**src/rtl/branch_target_predictor_pkg.sv**
```systemverilog
// ============================================================================
// branch_target_predictor_pkg : shared types and counter constants for the BTB
// Rev 1.0
// ============================================================================
`default_nettype none

package branch_target_predictor_pkg;

    localparam int PC_WIDTH = 16;

    typedef logic [PC_WIDTH-1:0] lc3b_word;

    // One in-flight prediction: direction plus the next-fetch PC that was used
    typedef struct packed {
        logic     taken;
        lc3b_word target;
    } lc3b_pred_t;

    function automatic int ctr_weak_taken(input int width);
        return 1 << (width - 1);
    endfunction

    function automatic int ctr_weak_not_taken(input int width);
        return (1 << (width - 1)) - 1;
    endfunction

endpackage

`default_nettype wire

```
**src/rtl/branch_inflight_fifo.sv**
```systemverilog
// ============================================================================
// branch_inflight_fifo : circular FIFO of unresolved predictions, with flush
// Rev 1.0
// ============================================================================
`default_nettype none

module branch_inflight_fifo #(
    parameter int DEPTH = 4,
    parameter int WIDTH = 17
) (
    input  logic             clk,
    input  logic             rst_n,
    input  logic             flush,
    input  logic             push,
    input  logic             pop,
    input  logic [WIDTH-1:0] push_data,
    output logic [WIDTH-1:0] head_data,
    output logic             empty,
    output logic             full
);

    localparam int AW = $clog2(DEPTH);

    logic [AW:0]      wr_ptr;
    logic [AW:0]      rd_ptr;
    logic [WIDTH-1:0] mem [DEPTH];
    logic             do_pop;
    logic             do_push;

    assign empty   = (wr_ptr == rd_ptr);
    assign full    = (wr_ptr[AW] != rd_ptr[AW]) && (wr_ptr[AW-1:0] == rd_ptr[AW-1:0]);
    assign do_pop  = pop && !empty;
    // A pop frees the head slot this edge, so a full FIFO can still accept a push
    assign do_push = push && (!full || do_pop);
    assign head_data = mem[rd_ptr[AW-1:0]];

    always_ff @(posedge clk or negedge rst_n) begin
        if (!rst_n) begin
            wr_ptr <= '0;
            rd_ptr <= '0;
        end else if (flush) begin
            wr_ptr <= '0;
            rd_ptr <= '0;
        end else begin
            if (do_push) wr_ptr <= wr_ptr + 1'b1;
            if (do_pop)  rd_ptr <= rd_ptr + 1'b1;
        end
    end

    always_ff @(posedge clk) begin
        if (do_push && !flush) mem[wr_ptr[AW-1:0]] <= push_data;
    end

endmodule

`default_nettype wire

```
**src/rtl/branch_target_predictor.sv**
```systemverilog
// ============================================================================
// branch_target_predictor : direct-mapped BTB with direction counters,
// in-flight prediction FIFO, mispredict detection and perf counters
// Rev 1.0
// ============================================================================
`default_nettype none

module branch_target_predictor
    import branch_target_predictor_pkg::*;
#(
    parameter int NUM_ADDR_BITS  = 5,
    parameter int CTR_WIDTH      = 2,
    parameter int INFLIGHT_DEPTH = 4,
    parameter int PERF_WIDTH     = 16
) (
    input  logic                  clk,
    input  logic                  rst_n,
    input  logic [15:0]           lookup_pc,
    input  logic                  lookup_is_br,
    output logic                  pred_hit,
    output logic                  pred_taken,
    output logic [15:0]           pred_target,
    output logic                  inflight_full,
    output logic                  branch_in_flight,
    input  logic                  resolve_valid,
    input  logic [15:0]           resolve_pc,
    input  logic                  resolve_taken,
    input  logic [15:0]           resolve_target,
    output logic                  mispredict,
    output logic [15:0]           redirect_pc,
    output logic                  protocol_err,
    output logic [PERF_WIDTH-1:0] branch_count,
    output logic [PERF_WIDTH-1:0] mispredict_count
);

    localparam int ENTRIES = 1 << NUM_ADDR_BITS;
    localparam int TAG_W   = PC_WIDTH - NUM_ADDR_BITS - 1;
    localparam logic [CTR_WIDTH-1:0] CTR_WT  = CTR_WIDTH'(ctr_weak_taken(CTR_WIDTH));
    localparam logic [CTR_WIDTH-1:0] CTR_WNT = CTR_WIDTH'(ctr_weak_not_taken(CTR_WIDTH));
    localparam logic [CTR_WIDTH-1:0] CTR_MAX = '1;

    logic                 valid_q  [ENTRIES];
    logic [TAG_W-1:0]     tag_q    [ENTRIES];
    lc3b_word             target_q [ENTRIES];
    logic [CTR_WIDTH-1:0] ctr_q    [ENTRIES];

    logic [NUM_ADDR_BITS-1:0] lk_idx;
    logic [TAG_W-1:0]         lk_tag;
    logic [NUM_ADDR_BITS-1:0] rs_idx;
    logic [TAG_W-1:0]         rs_tag;
    logic                     rs_hit;
    logic [CTR_WIDTH-1:0]     rs_ctr;

    lc3b_pred_t push_pred;
    lc3b_pred_t head_pred;
    logic       fifo_empty;
    logic       exp_taken;

    assign lk_idx = lookup_pc[NUM_ADDR_BITS:1];
    assign lk_tag = lookup_pc[15:NUM_ADDR_BITS+1];
    assign rs_idx = resolve_pc[NUM_ADDR_BITS:1];
    assign rs_tag = resolve_pc[15:NUM_ADDR_BITS+1];

    assign pred_hit    = valid_q[lk_idx] && (tag_q[lk_idx] == lk_tag);
    assign pred_taken  = pred_hit && ctr_q[lk_idx][CTR_WIDTH-1];
    assign pred_target = pred_taken ? target_q[lk_idx] : lookup_pc + 16'd2;

    assign push_pred.taken  = pred_taken;
    assign push_pred.target = pred_target;

    branch_inflight_fifo #(
        .DEPTH (INFLIGHT_DEPTH),
        .WIDTH ($bits(lc3b_pred_t))
    ) u_fifo (
        .clk       (clk),
        .rst_n     (rst_n),
        .flush     (mispredict),
        .push      (lookup_is_br),
        .pop       (resolve_valid),
        .push_data (push_pred),
        .head_data (head_pred),
        .empty     (fifo_empty),
        .full      (inflight_full)
    );

    assign branch_in_flight = !fifo_empty;

    // An unmatched resolve is judged against an implicit not-taken prediction
    assign exp_taken   = !fifo_empty && head_pred.taken;
    assign mispredict  = resolve_valid &&
                         ((exp_taken != resolve_taken) ||
                          (exp_taken && resolve_taken && (head_pred.target != resolve_target)));
    assign redirect_pc = resolve_taken ? resolve_target : resolve_pc + 16'd2;

    assign rs_hit = valid_q[rs_idx] && (tag_q[rs_idx] == rs_tag);
    assign rs_ctr = ctr_q[rs_idx];

    always_ff @(posedge clk or negedge rst_n) begin
        if (!rst_n) begin
            for (int i = 0; i < ENTRIES; i++) begin
                valid_q[i]  <= 1'b0;
                tag_q[i]    <= '0;
                target_q[i] <= '0;
                ctr_q[i]    <= CTR_WNT;
            end
        end else if (resolve_valid) begin
            if (resolve_taken) begin
                valid_q[rs_idx]  <= 1'b1;
                tag_q[rs_idx]    <= rs_tag;
                target_q[rs_idx] <= resolve_target;
                if (!rs_hit)
                    ctr_q[rs_idx] <= CTR_WT;
                else if (rs_ctr != CTR_MAX)
                    ctr_q[rs_idx] <= rs_ctr + 1'b1;
            end else if (rs_hit && (rs_ctr != '0)) begin
                ctr_q[rs_idx] <= rs_ctr - 1'b1;
            end
        end
    end

    always_ff @(posedge clk or negedge rst_n) begin
        if (!rst_n) begin
            protocol_err     <= 1'b0;
            branch_count     <= '0;
            mispredict_count <= '0;
        end else begin
            if (resolve_valid && fifo_empty)
                protocol_err <= 1'b1;
            if (resolve_valid && (branch_count != '1))
                branch_count <= branch_count + 1'b1;
            if (mispredict && (mispredict_count != '1))
                mispredict_count <= mispredict_count + 1'b1;
        end
    end

endmodule

`default_nettype wire

```
**config.mk**
```make
export PLATFORM = sky130hd
export DESIGN_NAME = branch_target_predictor
export DESIGN_NICKNAME = d
export VERILOG_FILES = /design/src/rtl/branch_target_predictor_pkg.sv /design/src/rtl/branch_inflight_fifo.sv /design/src/rtl/branch_target_predictor.sv
export SDC_FILE = /design/constraint.sdc
export NUM_CORES = 2
export LEC_CHECK = 0
export CORE_MARGIN = 5
export CORE_UTILIZATION = 40
export CTS_BUF_LIST = sky130_fd_sc_hd__clkbuf_8
export CTS_CLUSTER_SIZE = 25
export DETAILED_ROUTE_END_ITERATION = 8
export DONT_BUFFER_PORTS = 1
export GPL_ROUTABILITY_DRIVEN = 1
export SKIP_LAST_GASP = 1
export SYNTH_ARGS = -nofsm -noshare
export SYNTH_HDL_FRONTEND = slang
export SYNTH_SLANG_ARGS = --single-unit
```
**constraint.sdc**
```tcl
create_clock -name clk -period 5.8 [get_ports clk]
set_clock_uncertainty 0.05 [all_clocks]
set_input_delay 1.16 -clock clk [delete_from_list [all_inputs] [get_ports clk]]
set_output_delay 1.16 -clock clk [all_outputs]
set_load 0.02 [all_outputs]
```
## Word level (Yosys, flattened, before mapping)

Memory sizes are Yosys's and may differ from the RTL's.
Cells that the tools add are included.
Widths: inputs -> output; s select.

| word-level totals | value |
|---|---|
| bits in latches | 0 |
| logic and storage cells | 234 |
| memories kept | 1 |
| output and inout bits | 70 |
| flip-flop bits (word level) | 967 |
| bits in writable memories | 68 |
| bits of input ports | 53 |
| bits in read-only memories | 0 |

| operators by class | value |
|---|---|
| equality and inequality tests | 11 |
| muxes and demuxes | 45 |
| reduce and logical (&&, ||, !) cells | 27 |
| $add $sub $neg | 8 |
| multipliers | 0 |
| $lt $le $gt $ge | 3 |
| bitwise gates (word level) | 6 |
| div/mod/pow operators | 0 |
| shifts and indexed selects | 0 |

Memory list:

| name | depth | bits a word | read ports | clocked after memory_dff | wr ports | RTL line | source |
|---|---|---|---|---|---|---|---|
| u_fifo.mem | 4 | 17 | 1 | 0 | 1 | branch_inflight_fifo.sv:26 | `logic [WIDTH-1:0] mem [DEPTH];` |

Operator list:

| cell | number |
|---|---|
| $bwmux 512 | 1 |
| $bwmux 320 | 1 |
| $mux 64 | 4 |
| $bwmux 64 | 2 |
| $bmux 10 s5 | 2 |
| $bmux 16 s5 | 1 |
| $demux 16 s5 | 1 |
| $mux 16 | 5 |
| $or 32x32->32 | 2 |
| $demux 10 s5 | 1 |
| $mux 10 | 5 |
| $add 16x1->16 const B | 2 |
| $add 16x2->16 const B | 2 |
| $and 32x32->32 | 1 |
| $ne 16x16->1 const B | 2 |
| $not 32->32 | 1 |
| $bmux 2 s5 | 2 |
| $eq 10x10->1 | 2 |
| $logic_and 1x1->1 | 16 |
| $ne 16x16->1 | 1 |
| $ge 6x6->1 const B | 2 |
| $mux 3 | 4 |
| $not 5->6 | 2 |
| $bmux 1 s5 | 2 |
| other kinds (18) | 36 |

## Depth between registers and ports, before layout

| logic depth | value |
|---|---|
| depth after elaboration | 11 |
| depth in mapped cells | 18 |
| gate-level depth less buffers | 10 |

## Cells and area by module

A second synthesis with hierarchy kept.

| second synthesis, totals | value |
|---|---|
| cell total of the unflattened synthesis | 3606 |
| area, all modules | 51439.3 µm² |

Modules (own cells, without submodules):

| module | seq. area each (µm²) | cells an instance | times used | area an instance (µm²) |
|---|---|---|---|---|
| branch_target_predictor | 24088.1 | 3462 | 1 | 48406.4 |
| branch_inflight_fifo | 2192.1 | 144 | 1 | 3032.9 |

## Worst setup path after synthesis

No wires, ideal clock.

| timing path | value |
|---|---|
| path type | input-to-output |
| start | input lookup_pc[2] |
| end | output pred_target[6] |
| stages on the path | 12 |
| path buffers | 4 |
| required time | 4.590 ns |
| data arrival time | 4.950 ns |
| path slack | -0.360 ns |
| cell sequence | buf_2 > buf_2 > clkbuf_1 > buf_1 > mux4_2 > a32oi_1 > nand4_1 > xnor2_1 > o211ai_1 > nor3_1 > mux2i_1 > a211oi_1 |

| between the ends | value |
|---|---|
| longest elaborated chain between the ends | 8 |
| elaborated cells between the ends (all ways) | 18 |
| those cells by class | add/sub: 1; eq/ne: 1; mux: 13; bitwise: 1; reduce/logical: 2 |

RTL lines:

| element | RTL line | source |
|---|---|---|
| start: declaration | branch_target_predictor.sv:18 | `input logic [15:0] lookup_pc,` |
| $not 5->6 (implied by the code) (*) | branch_target_predictor.sv:64, branch_target_predictor.sv:65 |  |
| $bmux 10 s5 | branch_target_predictor.sv:64 | `assign pred_hit = valid_q[lk_idx] && (tag_q[lk_idx] == lk_tag);` |
| $mux 10 (implied by the code) (2 in series) | branch_target_predictor.sv:64 |  |
| $eq 10x10->1 | branch_target_predictor.sv:64 |  |
| $logic_and 1x1->1 | branch_target_predictor.sv:64 |  |
| $logic_and 1x1->1 (*) | branch_target_predictor.sv:65 | `assign pred_taken = pred_hit && ctr_q[lk_idx][CTR_WIDTH-1];` |
| net pred_taken | branch_target_predictor.sv:21 | `output logic pred_taken,` |
| $mux 16 (*) | branch_target_predictor.sv:66 | `assign pred_target = pred_taken ? target_q[lk_idx] : lookup_pc + 16'd2;` |
| end: declaration | branch_target_predictor.sv:22 | `output logic [15:0] pred_target,` |

Mark *: on every way through the listed nets, which the timed path passes. The rest lies on a longest branch. The select of a mux whose other input is x is not followed.

## Worst setup path in the final report

| timing path | value |
|---|---|
| start | input lookup_pc[2] |
| end | output pred_target[4] |

| between the ends | value |
|---|---|
| longest elaborated chain between the ends | 8 |
| elaborated cells between the ends (all ways) | 18 |
| those cells by class | add/sub: 1; eq/ne: 1; mux: 13; bitwise: 1; reduce/logical: 2 |

RTL lines:

| element | RTL line |
|---|---|
| $not 5->6 (implied by the code) | branch_target_predictor.sv:64, branch_target_predictor.sv:65, branch_target_predictor.sv:66 |
| $bmux 10 s5 | branch_target_predictor.sv:64 |
| $mux 10 (implied by the code) (2 in series) | branch_target_predictor.sv:64 |
| $eq 10x10->1 | branch_target_predictor.sv:64 |
| $logic_and 1x1->1 | branch_target_predictor.sv:64 |
| $logic_and 1x1->1 | branch_target_predictor.sv:65 |
| $mux 16 (*) | branch_target_predictor.sv:66 |

Every way passes the cells marked *; elsewhere a longest branch is shown, timed or not. The select of a mux whose other input is x is not followed.

==> qor.csv <==
stage,metric,value,unit
sta,final worst slack,0.174,ns
route,DR WL/cell,30.1,um
floorplan,Ports,123,
setup_path,CP max FO,240,
sta,Finish-stage setup viols,0,
logic_synthesis,Syn Nets,3608,
route,final WL,160000,um
floorplan,standard-cell row count,131,
logic_synthesis,Yosys top cell area share,45.5,%
global_route,largest net degree at the start of global routing,258,
setup_path,WP data arrival,4.42,ns
clocking,clk slew on worst S/H paths,0.07,ns
logic_synthesis,cells after synthesis,3540,
sta,Setup TNS,0,ns
clocking,Root Buffer,clkbuf_8,
clocking,CTS Buf Count,171,
logic_synthesis,"EDFF count, synth",68,
setup_path,crit path from,lookup_pc[2],
placed_design,IO Port Bufs,0,
sta,min cycle time layout,5.63,ns
global_route,initial antenna violation count,8,
logic_synthesis,Mapped Area,51400,um2
logic_synthesis,Synth async-reset ratio,93.4,%
layout,Layout Nets,3562,
placed_design,pre-CTS WS,0.212,ns
power_and_ir_drop,"IR drop worst, VDD",0.173,mV
route,# DRC,0,
layout,share of post-route cells with drive strength above 1,45.0,%
logic_synthesis,sequential share of the synthesized area,51.1,%
route,drt initial violations,3164,
clocking,CTS sink cnt,1035,
setup_path,Worst R2R Start,u_fifo.rd_ptr[1],
sta,RSZ-0062 raised after global routing,no,
floorplan,Initial Utilization,40.2,%
route,Post-DRT Antenna Nets,0,
power_and_ir_drop,P_leak,25.2,nW
route,WL met1,67700,um
placed_design,post-place instance area,53300,um2
logic_synthesis,Netlist cell types,67,
flow_run,Max-cap violations,0,
layout,Synth-to-Final Area Change,10.7,%
floorplan,area of the die,136000,um2
sta,Max Fclk,0.178,GHz
logic_synthesis,"FF+latch count, synth",1035,
power_and_ir_drop,Tot Pwr,18.4,mW
layout,Finished Cell Area,56900,um2
setup_path,worst reg2reg path depth,9,
logic_synthesis,Area contributors post-synth,"dfrtp_1 46%, mux2_2 19%, mux4_2 13%",
placed_design,Post-DP HPWL,94500,um
floorplan,chip width,368,um
sta,relative slew slack,12.8,%
sta,Fin. Hold Viols,0,
sta,worst-margin pin slew,1.31,ns
clocking,worst skew pair latency,0.88,ns
route,Initial DRT Pass Iterations,5,
clocking,clock buffer depth,3,
setup_path,CP Capture Type,primary output,
route,WL met3,13700,um
setup_path,CP startpoint kind,primary input,
worst_hold_path,hold crit path type,primary input to asynchronous set/reset pin,
sta,Max Slew Vio Count,0,
floorplan,Core Box Area,128000,um2
route,vias per inst,6.06,
power_and_ir_drop,Cell Pwr Density,324,nW/um2
logic_synthesis,mean post-synth cell area,14.5,um2
global_route,first-pass GRT wire length,235000,um
logic_synthesis,biggest area consumer among synthesized cells,dfrtp_1,
global_route,number of global-route vias before repair,32800,
outcome,status,completed,
clocking,H-Tree Depth,4,
clocking,Post-CTS Setup Repair Bufs,0,
setup_path,Critical Path RT,4.59,ns
route,vias,32100,
clocking,CTS tree,built,
logic_synthesis,synth warn,0,
global_route,GR Overflow Total,0,
setup_path,Setup CP Type,primary input to primary output,
route,met2 WL post-DR,73200,um
placed_design,RePlAce Congestion,0.840,
logic_synthesis,top_reg_cell synth,dfrtp_1,
route,Max Used Layer,met4,
global_route,total track usage,23.4,%
sta,crit share post-route,97.0,%
floorplan,die height,368,um
[cells by family (layout without fill, tap and decap cells)]
| group | count (synthesis) | in the layout | synth area share [%] |
|---|---|---|---|
| XOR/XNOR | 88 | 88 | 1.50 |
| flip-flops | 1035 | 1035 | 51.1 |
| multiplexers | 1399 | 1399 | 36.7 |
| AO/OA/AOI/OAI | 229 | 229 | 3.13 |
| other | 0 | 2 | 0 |
| buffers and inverters | 361 | 457 | 2.89 |
| AND/OR/NAND/NOR | 413 | 413 | 4.23 |
| adder cells (fa/ha/maj) | 15 | 15 | 0.365 |
[flip-flops by register name (all words and copies together), names as in the netlist]
register,cells
branch_count,16
ctr_q,64
mispredict_count,16
protocol_err,1
tag_q,320
target_q,512
u_fifo.mem,68
u_fifo.rd_ptr,3
u_fifo.wr_ptr,3
valid_q,32
[report_power, final]
group          switching (mW)  internal (mW)
registers               0.686           8.33
clock network            3.09           3.54
logic                    1.17           1.61
[worst max-delay path, cell delays in order]
cell	delay, ns
mux4_2	0.55
mux2i_1	0.18
o22ai_1	0.11
nor3_1	0.21
buf_4	0.19
xnor2_1	0.06
a2111o_1	0.50
nor4_4	0.34
buf_12	0.19
nor2_1	0.06
a21oi_1	0.64
[synthesized netlist by cell type, drive strengths merged (14+ instances only)]
master  count
xnor2      39
inv        34
a22oi      14
o22ai      79
a211o      16
mux2i     203
nor4       27
nor2       96
a31oi      21
o21ai      20
mux4      300
or2        35
buf       114
nand2      74
nor3       20
nand3      40
mux2      896
ha         15
a32oi      31
a21oi      21
clkbuf    213
dfrtp     935
dfstp      32
xor2       49
nand4      16
and3       41
edfxtp     68
[repair_timing]
item,4_1_cts,5_1_grt
endpoints found under the setup margin,0,1
resized for setup,0,1
hold buffers,1,0
endpoints found under the hold margin,66,0
[path summary, 6_finish.rpt]
kind,to,slack [ns]
max,pred_target[4],0.17
min,tag_q[41],0.14
max reg2reg,mispredict_count[9],1.68
min reg2reg,valid_q[8],0.44
max in group asynchronous,target_q[472],3.36
min in group clk,target_q[226],0.39
[metal layers]
metal / global-route usage (%) / vias up
met5: 0 / -
met4: 7.40 / 0
met3: 6.65 / 272
met2: 36.2 / 1308
met1: 32.0 / 17300
li1: - / 13300
[through the flow]
stage / util (%) / hold slack (ns) / instances
floorplan: - / 0.402 / 3540
global placement: 41.7 / 0.416 / 4981
detailed placement: 41.7 / 0.421 / 4981
CTS: 44.5 / 0.0649 / 5297
global route: 44.5 / 0.100 / 5299
finish: 44.5 / 0.138 / 5300
[cell type report]
type	count	area, um2
Inverter	34	128
Fill cell	11300	70800
Antenna cell	2	5.00
Tap cell	1662	2080
Multi-Input combinational cell	2144	23900
Timing Repair Buffer	108	968
Clock inverter	100	586
Sequential cell	1035	26300
Clock buffer	215	2960
[cells in the final DEF (no fill, tap or decap), types with 28 or more instances in the layout]
cell,netlist,layout
inv_1,33,85
dfstp_2,32,32
o22ai_1,79,79
nand3_1,40,40
xnor2_1,39,39
clkbuf_8,0,215
nand2_1,74,74
buf_4,6,99
nor2_1,96,68
xor2_1,49,49
dfrtp_1,935,935
mux4_2,300,300
mux2_2,852,852
and3_1,40,36
clkinv_2,0,32
mux2_1,43,43
edfxtp_1,68,68
nor2_4,0,28
mux2i_1,203,202
a32oi_1,31,31
or2_2,34,34
No activity file was read; power rests on OpenSTA's default activity.
